==> src/rtl/bus_round_robin_arbiter.sv <==
// Round-robin arbiter for one shared memory bus.
// Registered one-hot grant, hold timeout with per-core lockout until RQ drops.
module bus_round_robin_arbiter #(
    parameter int N_MASTERS = 4,
    parameter int MAX_HOLD  = 16,
    parameter int OWNER_W   = 2
) (
    input  logic                 clk,
    input  logic                 reset,
    input  logic [N_MASTERS-1:0] Bus_RQ,
    input  logic                 Bus_Mem_Ready,
    output logic [N_MASTERS-1:0] Bus_GRANT,
    output logic                 Bus_Busy,
    output logic [OWNER_W-1:0]   Grant_Owner,
    output logic                 Timeout_Err
);

    localparam int HW = $clog2(MAX_HOLD + 2);

    typedef enum logic [1:0] {
        IDLE,
        GRANT,
        WAIT_MEM_LOW
    } state_t;

    state_t state, stateNext;

    logic [OWNER_W-1:0]   rrPtr, rrPtrNext;
    logic [OWNER_W-1:0]   ownerNext, winner, cand;
    logic [HW-1:0]        holdCnt, holdCntNext;
    logic [N_MASTERS-1:0] mask, maskNext;
    logic [N_MASTERS-1:0] grantNext, eligible;
    logic                 busyNext, timeoutNext;
    logic                 found, holdLimit;

    assign eligible  = Bus_RQ & ~mask;
    assign holdLimit = (MAX_HOLD != 0) && (holdCnt == HW'(MAX_HOLD));

    // Search starts just after the last winner, wrapping modulo N_MASTERS
    always_comb begin
        found  = 1'b0;
        winner = '0;
        cand   = '0;
        for (int off = 1; off <= N_MASTERS; off++) begin
            cand = OWNER_W'((int'(rrPtr) + off) % N_MASTERS);
            if (!found && eligible[cand]) begin
                found  = 1'b1;
                winner = cand;
            end
        end
    end

    always_comb begin
        stateNext   = state;
        rrPtrNext   = rrPtr;
        ownerNext   = Grant_Owner;
        holdCntNext = holdCnt;
        grantNext   = Bus_GRANT;
        busyNext    = Bus_Busy;
        timeoutNext = 1'b0;
        maskNext    = mask & Bus_RQ;
        unique case (state)
            IDLE: begin
                if (found && !Bus_Mem_Ready) begin
                    stateNext   = GRANT;
                    rrPtrNext   = winner;
                    ownerNext   = winner;
                    holdCntNext = HW'(1);
                    grantNext   = N_MASTERS'(1) << winner;
                    busyNext    = 1'b1;
                end
            end
            GRANT: begin
                if (!Bus_RQ[Grant_Owner]) begin
                    stateNext = WAIT_MEM_LOW;
                    grantNext = '0;
                    busyNext  = 1'b0;
                end else if (holdLimit) begin
                    // Revoked owner stays locked out until it drops RQ
                    stateNext             = WAIT_MEM_LOW;
                    grantNext             = '0;
                    busyNext              = 1'b0;
                    timeoutNext           = 1'b1;
                    maskNext[Grant_Owner] = 1'b1;
                end else if (holdCnt != '1) begin
                    holdCntNext = holdCnt + 1'b1;
                end
            end
            WAIT_MEM_LOW: begin
                if (!Bus_Mem_Ready) begin
                    stateNext = IDLE;
                end
            end
            default: begin
                stateNext = IDLE;
            end
        endcase
    end

    always_ff @(posedge clk or negedge reset) begin
        if (!reset) begin
            state       <= IDLE;
            rrPtr       <= OWNER_W'(N_MASTERS - 1);
            holdCnt     <= '0;
            mask        <= '0;
            Bus_GRANT   <= '0;
            Bus_Busy    <= 1'b0;
            Grant_Owner <= '0;
            Timeout_Err <= 1'b0;
        end else begin
            state       <= stateNext;
            rrPtr       <= rrPtrNext;
            holdCnt     <= holdCntNext;
            mask        <= maskNext;
            Bus_GRANT   <= grantNext;
            Bus_Busy    <= busyNext;
            Grant_Owner <= ownerNext;
            Timeout_Err <= timeoutNext;
        end
    end

endmodule

==> config.mk <==
export PLATFORM = sky130hd
export DESIGN_NAME = bus_round_robin_arbiter
export DESIGN_NICKNAME = d
export VERILOG_FILES = /design/src/rtl/bus_round_robin_arbiter.sv
export SDC_FILE = /design/constraint.sdc
export NUM_CORES = 1
export LEC_CHECK = 0
export ABC_AREA = 1
export BUFFER_PORTS_ARGS = -buffer_cell sky130_fd_sc_hd__buf_2
export CAP_MARGIN = 10
export CORE_MARGIN = 1
export CORE_UTILIZATION = 51
export DETAILED_ROUTE_END_ITERATION = 10
export MAX_ROUTING_LAYER = met4
export PLACE_DENSITY = 0.74
export SLEW_MARGIN = 10
export SYNTH_ARGS = -nofsm -noshare
export SYNTH_HDL_FRONTEND = slang
export SYNTH_SLANG_ARGS = --single-unit
==> constraint.sdc <==
create_clock -name clk -period 1.6 [get_ports clk]
set_clock_uncertainty 0.15 [all_clocks]
set_input_delay 0.32 -clock clk [delete_from_list [all_inputs] [get_ports clk]]
set_output_delay 0.32 -clock clk [all_outputs]
set_load 0.01 [all_outputs]
Word-level counts from Yosys, hierarchy flattened
Cells that the tools add are included.

storage, ports and cells
  flip-flop bits (word level) = 21
  logic and storage cells = 93

operators by class
  add/sub/neg operators = 5
  order comparisons = 6
  equality and inequality tests = 10
  shift operators = 1
  muxes and demuxes = 44
  bitwise logic cells = 4
  reductions and logical operators = 15

operators with widths
  cell                 count
  $mux 4               6
  $mux 5               4
  $mux 1               16
  $mux 2               8
  $lt 2x3->1 const B   5
  $bmux 1 s2           5
  $ne 2x2->1 const B   5
  $pmux 5 s2           1
  $and 4x4->4          2
  $pmux 4 s2           1
  $pmux 2 s3           1
  $reduce_and 3->1     2
  $add 5x1->5 const B  1
  $eq 5x5->1 const B   1
  $logic_and 1x1->1    5
  $ne 5x5->1 const B   1
  $reduce_and 5->1     1
  $add 2x1->2 const B  2
  $add 2x2->2 const B  2
  $logic_not 1->1      4
  $not 4->4            1
  $or 4x4->4           1
  $shl 1x2->4 const A  1
  $ne 3x3->1 const B   1
  8 further kinds      8

Depth between registers and ports, before layout
  word-level depth = 17
  gate-level depth with buffers = 13
  depth with buffers taken out = 12

Least setup slack after synthesis
No wires, ideal clock.

  kind = reg-to-reg
  from = register rrPtr[0]
  to = register Grant_Owner[1]
  setup time = 122 ps
  arrival = 1,427 ps
  data required time = 1,328 ps
  slack = -100 ps
  cell stages (with the launch flop) = 11
  buffers on the path = 1
  path through = dfstp_2 buf_6 nand2_1 nand2_4 nand3_2 nand2_4 nand4_2 nand2_4 inv_2 nand2_1 o21ai_1

on the way
  cells in the longest elaborated chain, start to end = 15
  elaborated cells between the ends (all ways) = 28

RTL lines
  item                               RTL line  source
  from (decl)                        28        logic [OWNER_W-1:0] rrPtr, rrPtrNext;
  from (signal assigned)             103       rrPtr <= OWNER_W'(N_MASTERS - 1);
  from (signal assigned)             112       rrPtr <= rrPtrNext;
  $add 2x1->2                        45        cand = OWNER_W'((int'(rrPtr) + off) % N_MASTERS);
  $bmux 1 s2                         46        if (!found && eligible[cand]) begin
  $mux 1 (implied by the code)       46
  $mux 1                             46
  $logic_not 1->1                    46
  $logic_and 1x1->1                  46
  $mux 1                             46
  $logic_not 1->1                    46
  $logic_and 1x1->1                  46
  $mux 1                             46
  $logic_not 1->1                    46
  $logic_and 1x1->1                  46
  $mux 1                             46
  $logic_and 1x1->1                  64        if (found && !Bus_Mem_Ready) begin
  $reduce_and 2->1 (no source line)  -
  to (signal assigned)               117       Grant_Owner <= ownerNext;
  to (decl)                          14        output logic [OWNER_W-1:0] Grant_Owner,

Parallel ways exist; a longest one is shown, timed or not. The select of a mux whose other input is x is not followed.
A chain may end at the register's enable or synchronous reset.

Worst setup path after layout
  from = register rrPtr[0]
  to = register Bus_GRANT[0]

on the way
  cells in the longest elaborated chain, start to end = 16
  elaborated cells between the ends (all ways) = 32

RTL lines
  item                                                     RTL line  source
  $add 2x1->2                                              45
  $bmux 1 s2                                               46
  $mux 1 (implied by the code)                             46
  $mux 1                                                   46
  $logic_not 1->1                                          46
  $logic_and 1x1->1                                        46
  $mux 1                                                   46
  $logic_not 1->1                                          46
  $logic_and 1x1->1                                        46
  $mux 1                                                   46
  $logic_not 1->1                                          46
  $logic_and 1x1->1                                        46
  $mux 2 / $mux 1 (equally long branches)                  46
  $shl 1x2->4 / $logic_and 1x1->1 (equally long branches)  69, 64
  $mux 4 / $ne 2x2->1 (equally long branches)              -
  $pmux 4 s2 / $reduce_and 3->1 (equally long branches)    -
  to (signal assigned)                                     115       Bus_GRANT <= grantNext;
  to (decl)                                                12        output logic [N_MASTERS-1:0] Bus_GRANT,

Parallel ways exist; a longest one is shown, timed or not. The select of a mux whose other input is x is not followed.

==> reports/qor.yml <==
run_status:
  status: "finished with violations"
  failed_checks: "setup timing"
finish:
  area_growth_pct: 46.8
  instances_no_fill: 246
  drive_gt1_share_pct: 47.2
  n_fill_cell: 168
  finalNetCount: 227
  antenna_cells: 0
  final_core_util_pct: 79.1
power:
  ir_drop_uv: 1400
  design_power_total_uw: 3810
  p_per_area_nw_per_um2: 1940
  leakagePower_uw: 0.000950
setup_path:
  critical_path_class: "flop to flop"
  required_ns: 1.69
  end_kind: "flop"
  cp.arrival_ns: 2.04
  path_max_fanout: 8
  cp-start-kind: "flop"
floorplanning:
  coreArea_um2: 2480
  die_width_um: 53.2
  initial_core_util_pct: 53.9
  rows: 18
  die_area_um2: 2830
  io_pins: 15
  die_h_um: 53.2
yosys:
  synth_nets: 186
  syn-instance-count: 176
  yosysSeqAreaShare_pct: 39.6
  yosys_register_bits: 21
  ys.warnings.count: 0
  synth_cell_types: 26
  synth_area_per_cell_um2: 7.59
  netlist_area_um2: 1340
place:
  routabilityCongestion: 0.805
  dpl.hpwl_um: 2350
  port_buffers: 14
  place_inst: 235
drt:
  drc: 0
  wirelength_um: 3800
  detail-route-antenna-nets: 0
  initialDrtViolationCount: 35
  avgViaCountPerCell: 5.56
  via_count: 1368
  drtPass1Iterations: 4
  routedWlPerCell_um: 15.5
run:
  max_cap_viol_count: 0
sta:
  clock.fmax_mhz: 514
  period_share_pct: 122
  slew_viol_final: 0
  min_period_ns: 1.94
  setup_ws_ns: -0.345
  relSlewSlack_pct: 67.9
  setup_viol: 15
  rsz0062_at_grt: "yes"
  hold_viol: 0
  tightest_slew_ns: 0.482
grt:
  grt_pass1_vias: 1252
  antenna_found_initial: 0
  grt_overflow: 0
  grt_use_total_pct: 28.1
  grt_max_degree: 22
  grt_pass1_wl_um: 5520
clocking:
  insertion_delay_ns: 0.30
  htree_levels: 1
  cts_buffer_depth: 2
  cts_num_sinks: 21
  cts_tree: "done"
  cts.root.buffer_cell: "clkbuf_4"
  cts_made_buffers: 3
  clk_pin_slew_ns: 0.11
worst_hold_path:
  hold_path.class: "input pin to flop"
layout by cell type (no fill, tap or decap), types with 2 or more instances in the layout:
master    count
nand3_2       8
o21ai_2       2
o22ai_1       3
ha_1          3
o21ai_4       3
nand3_4      11
nand2_1      32
nand2_4      10
a21oi_1       2
nor2_1        9
nor2_4        2
o21ai_1       2
nor2_2        2
buf_4        20
dfstp_2       2
nand3_1      16
dfrtp_1      19
buf_2        14
clkbuf_4      3
nand2_2      13
inv_1        22
report_power, final:
part / switching [µW] / internal [µW]
Sequential: 116 / 688
Combinational: 1650 / 1090
Clock: 158 / 97.0
metal layers:
layer,wire [µm],GRT usage (%),vias up,share of wire [%]
met2,2160,52.7,30,57
met4,98,6.58,0,2.6
met5,0,-,-,0
met1,1420,31.8,671,37
li1,-,-,659,-
met3,121,2.59,8,3.2
cell usage after synthesis (all sizes together):
library cell  number  area share, %
a21oi              3            1.1
a31oi              1           0.47
buf                1           0.84
dfrtp             19             36
dfstp              2            3.9
ha                 3            2.8
inv               25            7.6
nand2             56             19
nand3             35             16
nand4              2            1.4
nor2              13            3.8
nor3               1           0.37
nor3b              1           0.56
o21ai              8            3.8
o22ai              4            1.9
o31ai              1           0.56
or2                1           0.47
state kept, by name, summed over array words and instances (netlist names):
| register | flops |
|---|---|
| holdCnt | 5 |
| mask | 4 |
| Bus_GRANT | 4 |
| Timeout_Err | 1 |
| Grant_Owner | 2 |
| state | 2 |
| rrPtr | 2 |
| Bus_Busy | 1 |
through the flow:
step                area (µm²)  setup TNS [ns]  hold slack (ns)  setup slack, ns
detailed placement        1580           -3.47            0.154           -0.259
finish                    1960           -4.26            0.118           -0.345
CTS                       1860           -3.04            0.108           -0.241
global route              1960           -6.00            0.118           -0.457
floorplan                 1370           -1.01           -0.126          -0.0942
global placement          1580           -2.96            0.141           -0.263
worst paths after layout:
| check | start | end | slack [ns] | cells after the start |
|---|---|---|---|---|
| max in group asynchronous | reset | rrPtr[0]$_DFFE_PN1P_ | 0.59 | 2 |
| min | Bus_Mem_Ready | state[1]$_DFFE_PN0P_ | 0.12 | 3 |
| max reg2reg | rrPtr[0]$_DFFE_PN1P_ | Bus_GRANT[0]$_DFFE_PN0P_ | -0.34 | 13 |
| min in group asynchronous | reset | mask[0]$_DFF_PN0_ | 0.36 | 2 |
| max | rrPtr[0]$_DFFE_PN1P_ | Bus_GRANT[0]$_DFFE_PN0P_ | -0.34 | 13 |
| min reg2reg | Bus_Busy$_DFFE_PN0P_ | Bus_Busy$_DFFE_PN0P_ | 0.34 | 2 |
layout make-up:
cell class / instances / area [µm²] / area share, %
timing repair buffer: 37 / 262 / 13.3
inverter: 25 / 111 / 5.68
sequential: 21 / 528 / 26.9
clock buffer: 4 / 26.3 / 1.34
multi-input combinational: 129 / 995 / 50.8
tap: 30 / 37.5 / 1.92
logic make-up (layout without fill, tap and decap cells):
group           after synthesis  after routing  share of synthesized area [%]
simple gates                109            109                           41.3
flops                        21             21                           39.6
fa+ha+maj                     3              3                           2.81
buf+inv                      26             66                           8.44
compound gates               17             17                           7.87
worst max-delay path, cell delays in order (launching register included):
cell and delay (ns):
dfstp_2 0.57, buf_12 0.16, inv_12 0.06, nand3_4 0.11, nand2_2 0.07, nand2_1 0.08, nand2_2 0.08, nand2_2 0.10
nand2_1 0.08, nand2_2 0.09, inv_1 0.06, nor2_2 0.11, nand3_1 0.09, nand2_1 0.08
what timing repair did:
item,4_1_cts,5_1_grt
hold buffers,1,0
buffers inserted,5,1
gates resized for setup,37,21
endpoints found under the setup margin,16,20
endpoints found under the hold margin,19,0
pin swaps,9,9
Power figures use the tool's default switching activity.
